### config.mk
export PLATFORM = sky130hd
export DESIGN_NAME = alu_pipe
export DESIGN_NICKNAME = d
export VERILOG_FILES = /design/src/rtl/alu_pipe_pkg.sv /design/src/rtl/alu_pipe_core.sv /design/src/rtl/alu_pipe.sv
export SDC_FILE = /design/constraint.sdc
export NUM_CORES = 1
export LEC_CHECK = 0
export ABC_AREA = 1
export BUFFER_PORTS_ARGS = -buffer_cell sky130_fd_sc_hd__buf_2
export CORE_MARGIN = 4
export CORE_UTILIZATION = 30
export DETAILED_ROUTE_END_ITERATION = 10
export HOLD_SLACK_MARGIN = 0.12
export PLACE_DENSITY = 0.57
export RECOVER_POWER = 100
export SYNTH_ARGS = -nofsm -noshare
export SYNTH_HDL_FRONTEND = slang
export SYNTH_SLANG_ARGS = --single-unit
### constraint.sdc
create_clock -name i_clock -period 4.8 [get_ports i_clock]
set_input_delay 0.48 -clock i_clock [delete_from_list [all_inputs] [get_ports i_clock]]
set_output_delay 0.48 -clock i_clock [all_outputs]
set_load 0.1 [all_outputs]
### src/rtl/alu_pipe_pkg.sv
// Shared definitions for the pipelined ALU: MIPS funct opcodes, flag layout
// and small helpers used by the datapath.
package alu_pipe_pkg;

   localparam int OPE_W    = 6;
   localparam int NB_FLAGS = 4;

   localparam logic [OPE_W-1:0] ALU_ADD  = 6'b100000;
   localparam logic [OPE_W-1:0] ALU_SUB  = 6'b100010;
   localparam logic [OPE_W-1:0] ALU_AND  = 6'b100100;
   localparam logic [OPE_W-1:0] ALU_OR   = 6'b100101;
   localparam logic [OPE_W-1:0] ALU_XOR  = 6'b100110;
   localparam logic [OPE_W-1:0] ALU_NOR  = 6'b100111;
   localparam logic [OPE_W-1:0] ALU_SLL  = 6'b000000;
   localparam logic [OPE_W-1:0] ALU_SRL  = 6'b000010;
   localparam logic [OPE_W-1:0] ALU_SRA  = 6'b000011;
   localparam logic [OPE_W-1:0] ALU_SLT  = 6'b101010;
   localparam logic [OPE_W-1:0] ALU_SLTU = 6'b101011;

   localparam int FLAG_N = 3;
   localparam int FLAG_Z = 2;
   localparam int FLAG_C = 1;
   localparam int FLAG_V = 0;

   typedef enum logic [1:0] {
      ARITH_NONE = 2'b00,
      ARITH_ADD  = 2'b01,
      ARITH_SUB  = 2'b10
   } arith_kind_e;

   function automatic logic [NB_FLAGS-1:0] pack_flags(
      input logic n,
      input logic z,
      input logic c,
      input logic v
   );
      logic [NB_FLAGS-1:0] f;
      f         = {NB_FLAGS{1'b0}};
      f[FLAG_N] = n;
      f[FLAG_Z] = z;
      f[FLAG_C] = c;
      f[FLAG_V] = v;
      return f;
   endfunction

endpackage

### src/rtl/alu_pipe_core.sv
// Combinational ALU datapath between the two pipeline registers: computes
// result, {N,Z,C,V} flags and an unsupported-opcode indication.
module alu_core
   import alu_pipe_pkg::*;
#(
   parameter int NB_BITS = 8
) (
   input  logic [NB_BITS-1:0]  a,
   input  logic [NB_BITS-1:0]  b,
   input  logic [OPE_W-1:0]    ope_sel,
   output logic [NB_BITS-1:0]  result,
   output logic [NB_FLAGS-1:0] flags,
   output logic                err
);

   localparam int SHW = $clog2(NB_BITS);

   logic [NB_BITS:0]          sum_s;
   logic [NB_BITS:0]          diff_s;
   logic                      add_ovf_s;
   logic                      sub_ovf_s;
   logic                      shift_big_s;
   logic [SHW-1:0]            shamt_s;
   logic signed [NB_BITS-1:0] a_sgn_s;
   logic [NB_BITS-1:0]        sra_s;
   logic                      slt_s;
   logic                      sltu_s;
   logic [NB_BITS-1:0]        result_s;
   logic                      err_s;
   arith_kind_e               arith_s;

   assign sum_s  = {1'b0, a} + {1'b0, b};
   assign diff_s = {1'b0, a} - {1'b0, b};

   // Overflow: operands of the relevant sign agree but the result sign differs.
   assign add_ovf_s = (a[NB_BITS-1] == b[NB_BITS-1]) && (sum_s[NB_BITS-1]  != a[NB_BITS-1]);
   assign sub_ovf_s = (a[NB_BITS-1] != b[NB_BITS-1]) && (diff_s[NB_BITS-1] != a[NB_BITS-1]);

   // NB_BITS is a power of two, so any set bit above the low SHW bits means amount >= NB_BITS.
   assign shift_big_s = |b[NB_BITS-1:SHW];
   assign shamt_s     = b[SHW-1:0];
   assign a_sgn_s     = a;
   assign sra_s       = a_sgn_s >>> shamt_s;
   assign slt_s       = ($signed(a) < $signed(b));
   assign sltu_s      = (a < b);

   // Opcode decode and result selection.
   always_comb begin
      result_s = {NB_BITS{1'b0}};
      err_s    = 1'b0;
      arith_s  = ARITH_NONE;
      case (ope_sel)
         ALU_ADD: begin
            result_s = sum_s[NB_BITS-1:0];
            arith_s  = ARITH_ADD;
         end
         ALU_SUB: begin
            result_s = diff_s[NB_BITS-1:0];
            arith_s  = ARITH_SUB;
         end
         ALU_AND:  result_s = a & b;
         ALU_OR:   result_s = a | b;
         ALU_XOR:  result_s = a ^ b;
         ALU_NOR:  result_s = ~(a | b);
         ALU_SLL: begin
            if (shift_big_s) begin
               result_s = {NB_BITS{1'b0}};
            end else begin
               result_s = a << shamt_s;
            end
         end
         ALU_SRL: begin
            if (shift_big_s) begin
               result_s = {NB_BITS{1'b0}};
            end else begin
               result_s = a >> shamt_s;
            end
         end
         ALU_SRA: begin
            if (shift_big_s) begin
               result_s = {NB_BITS{a[NB_BITS-1]}};
            end else begin
               result_s = sra_s;
            end
         end
         ALU_SLT:  result_s = {{(NB_BITS-1){1'b0}}, slt_s};
         ALU_SLTU: result_s = {{(NB_BITS-1){1'b0}}, sltu_s};
         default: begin
            result_s = {NB_BITS{1'b0}};
            err_s    = 1'b1;
         end
      endcase
   end

   // Flag generation; C and V only carry meaning for ADD/SUB.
   always_comb begin
      flags = {NB_FLAGS{1'b0}};
      case (arith_s)
         ARITH_ADD: flags = pack_flags(result_s[NB_BITS-1], (result_s == {NB_BITS{1'b0}}),
                                       sum_s[NB_BITS], add_ovf_s);
         ARITH_SUB: flags = pack_flags(result_s[NB_BITS-1], (result_s == {NB_BITS{1'b0}}),
                                       diff_s[NB_BITS], sub_ovf_s);
         default:   flags = pack_flags(result_s[NB_BITS-1], (result_s == {NB_BITS{1'b0}}),
                                       1'b0, 1'b0);
      endcase
   end

   assign result = result_s;
   assign err    = err_s;

endmodule

### src/rtl/alu_pipe.sv
// Two-stage pipelined ALU with valid/ready on both sides: an input register,
// the combinational alu_core, and an output register holding result/flags/err.
module alu_pipe
   import alu_pipe_pkg::*;
#(
   parameter int NB_BITS = 8,
   parameter int NB_OPE  = 6
) (
   input  logic               i_clock,
   input  logic               i_reset,
   input  logic               i_valid,
   output logic               o_ready,
   input  logic [NB_BITS-1:0] i_dato_a,
   input  logic [NB_BITS-1:0] i_dato_b,
   input  logic [NB_OPE-1:0]  i_ope_sel,
   output logic               o_valid,
   input  logic               i_ready,
   output logic [NB_BITS-1:0] o_result,
   output logic [3:0]         o_flags,
   output logic               o_err
);

   logic                      s1_valid_r;
   logic [NB_BITS-1:0]        s1_a_r;
   logic [NB_BITS-1:0]        s1_b_r;
   logic [NB_OPE-1:0]         s1_ope_r;

   logic                      s2_valid_r;
   logic [NB_BITS-1:0]        s2_result_r;
   logic [NB_FLAGS-1:0]       s2_flags_r;
   logic                      s2_err_r;

   logic                      s2_load_s;
   logic                      s1_advance_s;
   logic                      o_ready_s;
   logic [NB_BITS-1:0]        core_result_s;
   logic [NB_FLAGS-1:0]       core_flags_s;
   logic                      core_err_s;

   // Stage 2 frees up whenever it is empty or the sink takes its content;
   // that same event lets stage 1 move on, so i_ready reaches o_ready combinationally.
   assign s2_load_s    = !s2_valid_r || i_ready;
   assign s1_advance_s = s2_load_s;
   assign o_ready_s    = !s1_valid_r || s1_advance_s;

   alu_core #(
      .NB_BITS (NB_BITS)
   ) u_core (
      .a       (s1_a_r),
      .b       (s1_b_r),
      .ope_sel (s1_ope_r),
      .result  (core_result_s),
      .flags   (core_flags_s),
      .err     (core_err_s)
   );

   // Stage 1: input register, loaded on the upstream handshake.
   always_ff @(posedge i_clock) begin
      if (!i_reset) begin
         s1_valid_r <= 1'b0;
         s1_a_r     <= {NB_BITS{1'b0}};
         s1_b_r     <= {NB_BITS{1'b0}};
         s1_ope_r   <= {NB_OPE{1'b0}};
      end else if (o_ready_s) begin
         s1_valid_r <= i_valid;
         if (i_valid) begin
            s1_a_r   <= i_dato_a;
            s1_b_r   <= i_dato_b;
            s1_ope_r <= i_ope_sel;
         end
      end
   end

   // Stage 2: output register; payload only changes when a real op arrives,
   // so outputs stay frozen while the sink stalls.
   always_ff @(posedge i_clock) begin
      if (!i_reset) begin
         s2_valid_r  <= 1'b0;
         s2_result_r <= {NB_BITS{1'b0}};
         s2_flags_r  <= {NB_FLAGS{1'b0}};
         s2_err_r    <= 1'b0;
      end else if (s2_load_s) begin
         s2_valid_r <= s1_valid_r;
         if (s1_valid_r) begin
            s2_result_r <= core_result_s;
            s2_flags_r  <= core_flags_s;
            s2_err_r    <= core_err_s;
         end
      end
   end

   assign o_ready  = o_ready_s;
   assign o_valid  = s2_valid_r;
   assign o_result = s2_result_r;
   assign o_flags  = s2_flags_r;
   assign o_err    = s2_err_r;

endmodule

# Yosys cells after proc, flatten, opt, wreduce, memory -nomap -nowiden

Cells that the tools add are included.

Word-level logic and storage cells: 54
Flip-flop bits (word level): 37
Output and inout bits: 15

Mux-type cells: 7
Equality and inequality tests: 16
Bitwise logic cells: 4
Reduce and logical (&&, ||, !) cells: 12
Shift operators: 3
Order comparisons: 2
$add $sub $neg: 2

Operator list:

| cell                                           | count |
|---|---|
| case mux 8 bit (11 select lines)               | 1 |
| == test 6 bit (second input constant)          | 8 |
| 2-to-1 mux 8 bit                               | 3 |
| less-than comparator 8 bit                     | 2 |
| == test 6 x 2 -> 1 bit (second input constant) | 2 |
| OR reduction 11 bit                            | 1 |
| adder 8 x 8 -> 9 bit                           | 1 |
| subtractor 8 x 8 -> 9 bit                      | 1 |
| bitwise AND 8 bit                              | 1 |
| zero test 8 bit                                | 1 |
| NOT 8 bit                                      | 1 |
| OR 8 bit                                       | 1 |
| case mux 2 bit (2 select lines)                | 2 |
| left shift 8 x 3 -> 8 bit                      | 1 |
| >> shifter 8 x 3 -> 8 bit                      | 1 |
| >>> shifter 8 x 3 -> 8 bit                     | 1 |
| XOR 8 bit                                      | 1 |
| zero test 6 bit                                | 1 |
| OR reduction 5 bit                             | 1 |
| AND reduction 2 bit                            | 2 |
| != test 1 bit                                  | 3 |
| == test 2 x 1 -> 1 bit (second input constant) | 1 |
| == test 2 bit (second input constant)          | 1 |
| logical AND 1 bit                              | 2 |
| other kinds (4)                                | 6 |

# Logic depth before layout (Yosys ltp)

Depth after elaboration: 4
Gate-level depth with buffers: 17

# Modules after synthesis

A second synthesis with hierarchy kept.

Cells, all modules: 701
Area total of the unflattened synthesis: 4,026.4 um^2

Modules (own cells, without submodules):

| module   | instances | area each (um^2) | cells an instance | seq. area each (um^2) |
|---|---|---|---|---|
| alu_core | 1         | 2,443.6          | 477               | 0.0 |
| alu_pipe | 1         | 1,582.8          | 224               | 740.7 |

# Least setup slack after synthesis

No wires, ideal clock.

Kind: register to register
Start point: register s2_valid_r, in the netlist o_valid
End point: register s1_valid_r
Period minus slack after synthesis: 3.036 ns
Cell stages (with the launch flop): 5
Arrival time: 2.875 ns
Slack: 1.764 ns
Buffers on the path: 1
Path through: dfxtp_1 -> nand3_1 -> nand2_1 -> clkbuf_1 -> a21oi_1

Longest elaborated chain between the ends: 3

Ends and longest elaborated chain:

| element                | RTL line       | text |
|---|---|---|
| from (decl)            | alu_pipe.sv:28 | `logic s2_valid_r;` |
| from (signal assigned) | alu_pipe.sv:83 | `s2_valid_r <= s1_valid_r;` |
| zero test 1 bit        | alu_pipe.sv:42 | `assign s2_load_s = !s2_valid_r \|\| i_ready;` |
| logical OR 1 bit       | alu_pipe.sv:42 |  |
| logical OR 1 bit       | alu_pipe.sv:44 | `assign o_ready_s = !s1_valid_r \|\| s1_advance_s;` |
| named net o_ready      | alu_pipe.sv:12 | `output logic o_ready,` |
| to (signal assigned)   | alu_pipe.sv:65 | `s1_valid_r <= i_valid;` |
| to (decl)              | alu_pipe.sv:23 | `logic s1_valid_r;` |

The timed path passes the listed nets, and every way through them passes these cells.
A chain may end at the register's enable or synchronous reset.

# Worst setup path in the final report

Start point: register s1_b_r[1]
End point: register s2_flags_r[2], in the netlist o_flags[2]

Longest elaborated chain between the ends: 4
Elaborated cells between the ends (all ways): 16
Classes of those cells: add/sub (2); order compare (2); shift (3); mux (4); bitwise (4); reduce/logical (1)

Ends and longest elaborated chain:

| element                                                                           | RTL line                                                        | text |
|---|---|---|
| from (decl)                                                                       | alu_pipe.sv:25                                                  | `logic [NB_BITS-1:0] s1_b_r;` |
| from (signal assigned)                                                            | alu_pipe.sv:62                                                  | `s1_b_r <= {NB_BITS{1'b0}};` |
| from (signal assigned)                                                            | alu_pipe.sv:68                                                  | `s1_b_r <= i_dato_b;` |
| parallel branches: the longest is 2 deep, another holds subtractor 8 x 8 -> 9 bit | -                                                               |  |
| case mux 8 bit (11 select lines) *                                                | alu_pipe_core.sv:52                                             | `case (ope_sel)` |
| zero test 8 bit *                                                                 | alu_pipe_core.sv:99, alu_pipe_core.sv:101, alu_pipe_core.sv:103 |  |
| to (signal assigned)                                                              | alu_pipe.sv:80                                                  | `s2_flags_r <= {NB_FLAGS{1'b0}};` |
| to (signal assigned)                                                              | alu_pipe.sv:86                                                  | `s2_flags_r <= core_flags_s;` |
| to (decl)                                                                         | alu_pipe.sv:30                                                  | `logic [NB_FLAGS-1:0] s2_flags_r;` |

Mark *: on every way between the ends.

==> results.txt <==
* Chip Width: about 110 microns
- The critical path is of the reg2reg type.
- Max cap viols: 0
* Worst slew slack as a fraction of its limit: 0.2226
- Total vias in the final route: 3664
* Number of instances in the synthesized netlist: 551
- Among the stages of the critical path, the cell type that occurs most often is sky130_fd_sc_hd__nand3_1.
- First-pass GRT wire length: 17.19 mm
- In the post-synthesis netlist, the biggest area contributors are sky130_fd_sc_hd__dfxtp_1 (22%), sky130_fd_sc_hd__nand2_1 (17%), sky130_fd_sc_hd__nand3_1 (11%).
* HPWL reported at the end of detailed placement: 8.687 mm
* Count of nets after finishing: 637
* Layout cells sized above 1: 0.1136
- Of the total synthesized cell area, the portion taken by XOR and XNOR cells is 0.005228.
- Final critical-path required period: 2.824 ns
- Buffers from clock root to sink, at most: 2
- The worst setup path is launched from a flip-flop.
* Yosys synthesis warning count: 0
- Clk_lat worst skew: 0.29 ns
- Weighted congestion reported at the end of routability-driven placement: around 0.98
- The final-report hold violation count came to 0.
- In the routed design, unresolved DRC markers number 0.
- Result of the run: finished, final reports clean
* Filler Cells Inserted: between 1000 and 1500
- The library cell used most frequently in the layout, excluding fill and tap cells, is sky130_fd_sc_hd__nand2_1.
* Total CTS buffers: 5
- The detail route stage leaves a number of antenna-violating nets equal to 0.
- Counting flops and latches in the post-synthesis netlist gives 36.
- Hold buffer count at CTS: 0
* Number of vias per cell: 5.082
- The number of nets handed over by synthesis was approximately 600.
- Sequential-to-total area share from yosys stat: 0.2151
- WP data arrival: about 3 ns
* Fraction of post-synthesis cell area in the top cell type by area: 0.2151
- Setup skew after layout: between 0.006 and 0.007 ns
- Count of cell types in the netlist: 36
* WP data required: 5.02 ns
* Number of global-route vias before repair: approximately 3500
- Excluding fillers, the count of instances in the completed layout stands at 721.
- CTS H-tree lvls: 2
- The max-slew violation total from the final report was 0.
- Number of synthesized flops with an enable pin: 0
- The tightest min-delay check is of the reg2reg type.
- Pwr Density: 246.6 mW/mm^2
- Post-synthesis adder-cell area fraction: 0.1165
- Highest-count cells in the layout ignoring fill and taps: sky130_fd_sc_hd__nand2_1 (150), sky130_fd_sc_hd__nand3_1 (71), sky130_fd_sc_hd__nor2_1 (49)
- Broken down by cell family, the worst path's largest delay share belongs to simple AND/OR/NAND/NOR gates.
- In this run the post-CTS setup repair buffer count came out at 0.
- The die is between 100 and 150 microns tall.
- For this block, the routed nets add up to approximately 11 mm of wire.
* Count of input and output buffers: 40
- Floorplan core area: 0.01089 sq mm
- Multiplexer fraction of the synthesized cell area: 0
- Worst Path Max Fanout: 25
* Initial antenna violation count: 0
- DP Cell Count: roughly 700
- WL/cell: 14.76 microns
- CTS sink cnt: 36
- Diodes inserted: 0
* Setup repair after global routing missed its margin: no
- Endpoint type of the worst setup path: flip-flop
- Dominant combinational cell family by area after synthesis: simple AND/OR/NAND/NOR gates
* Worst slew pin tran: 1.171 ns
* Number of iterations in the first detailed-routing pass: 5
- In the final layout, the multi-input gates occupy 0.002298 sq mm.
- The worst-case IR drop observed on VDD is 0.1611 mV.
- Residual overflow from global routing: 0
* Leading area contributor after synthesis: sky130_fd_sc_hd__dfxtp_1
- Together, buffers and inverters on the worst path number 2.
- Summed over all cells, the static leakage comes to 1.757 nW.
* Num rows: 38
* Area of all sequential standard cells: 720.7 sq um
* Largest net degree at the start of global routing: 46
- Area of the mapped netlist: 0.003351 sq mm
- Main flop type after synthesis: sky130_fd_sc_hd__dfxtp_1
* Number of design-rule violations left by the first detailed-router iteration: 282
* Post-synthesis compound-gate area fraction: 0.1628
- Setup violations remaining at the end of the flow were counted as 0.
- GRT Total Usage: 0.1662
* Count of boundary I/O pins: 41
- Final hold analysis gives a worst-case slack of around 0.47 ns.
* Upper clock frequency limit: 0.3541 GHz
- Power comes to 0.0009159 W.
- For the final routed database, the setup TNS stands at 0 ns.
- Clock-pin slew was measured on the worst setup and hold paths at ~0.070 ns.
- The cell sitting at the root of the clock tree is a sky130_fd_sc_hd__clkbuf_8.
* Syn Area/Cell: 6.081 sq um
* Maximum single-stage delay on the critical path: 0.63 ns
* Synth-to-layout area growth: 10.83%
- After synthesis, the share of flip-flops with an asynchronous set or reset is 0.
- Post-Synth Simple-Gate Area: 0.4033
- The slowest stage of the critical path belongs to the cell sky130_fd_sc_hd__dfxtp_1.
* Full die area: 0.01292 sq mm
- The number of gates resized after CTS was 0.
- TritonCTS built the clock tree.
* Effective utilization at floorplan: 0.3077
* Final Cycle Share: 0.5884
* Chain of cells forming the critical path: inv_1, ha_1, inv_1, nand3_1, nand2_1, nand2_1, nand3_1, nand3_1, nor2_1, nand3_1, nor2_1, nand2_1, a21oi_1
- At the end of the flow the core is filled with cells to 0.3411.
[cell usage after synthesis (3+ instances only)]
master,n
sky130_fd_sc_hd__nand3b_1,6
sky130_fd_sc_hd__nor2_2,7
sky130_fd_sc_hd__nand2_1,150
sky130_fd_sc_hd__nand3_1,71
sky130_fd_sc_hd__o211ai_1,9
sky130_fd_sc_hd__buf_4,4
sky130_fd_sc_hd__inv_2,15
sky130_fd_sc_hd__o21ai_0,37
sky130_fd_sc_hd__ha_1,28
sky130_fd_sc_hd__buf_2,5
sky130_fd_sc_hd__nor2_4,6
sky130_fd_sc_hd__o21ai_1,3
sky130_fd_sc_hd__nor2_1,48
sky130_fd_sc_hd__clkbuf_1,8
sky130_fd_sc_hd__a21oi_1,46
sky130_fd_sc_hd__inv_1,45
sky130_fd_sc_hd__dfxtp_1,36
sky130_fd_sc_hd__nand4_1,5
[state kept, by name, summed over array words and instances (netlist names)]
signal / cells
o_result: 8
o_err: 1
o_flags: 3
o_valid: 1
s1_ope_r: 6
s1_a_r: 8
s1_valid_r: 1
s1_b_r: 8
[cells by family after synthesis]
kind of cell,count (synthesis)
AOI/OAI and AO/OA,101
xor gates and xnor gates,2
adders and majority gates,30
buffers and inverters,80
DFF,36
and+or+nand+nor,302
[layer usage]
layer  global-route usage  up-vias  part of all wire
li1                     -     1866                 -
met1               0.2236     1641              0.45
met2               0.2654      136              0.45
met3              0.02334       21             0.065
met4              0.07212        0             0.033
met5                    0        -                 0
[tightest hold or removal path, cell delays in order, from the launching register on]
cell	delay, ns
sky130_fd_sc_hd__dfxtp_1	0.31
sky130_fd_sc_hd__nand2_1	0.06
sky130_fd_sc_hd__a21oi_1	0.06
[final cells by class]
type | count | share of cell area
multi-input cells | 435 | 0.6189
inverters | 62 | 0.06334
repair buffers | 41 | 0.05054
clock buffers | 7 | 0.02594
well taps | 140 | 0.04717
flip-flops and latches | 36 | 0.1941
[metrics by stage]
stage	cell area [sq um]	worst slack, ns
2_1_floorplan	3351	1.764
3_3_place_gp	3643	2.084
3_5_place_dp	3643	2.047
4_1_cts	3740	2.022
5_1_grt	3714	1.646
6_report	3714	1.976
[path summary, 6_finish.rpt]
path	cells after the start	from	slack (ns)	to
min reg2reg	2	o_flags[2]	0.47	o_flags[2]
min	2	o_flags[2]	0.47	o_flags[2]
max reg2reg	13	s1_b_r[1]	1.98	o_flags[2]
max	13	s1_b_r[1]	1.98	o_flags[2]
[power by group]
group          switching, W  internal (W)
clock network      0.000103      0.000128
logic              0.000246     0.0000927
registers         0.0000271      0.000320
Note: power is estimated with default switching activity, not from simulation.
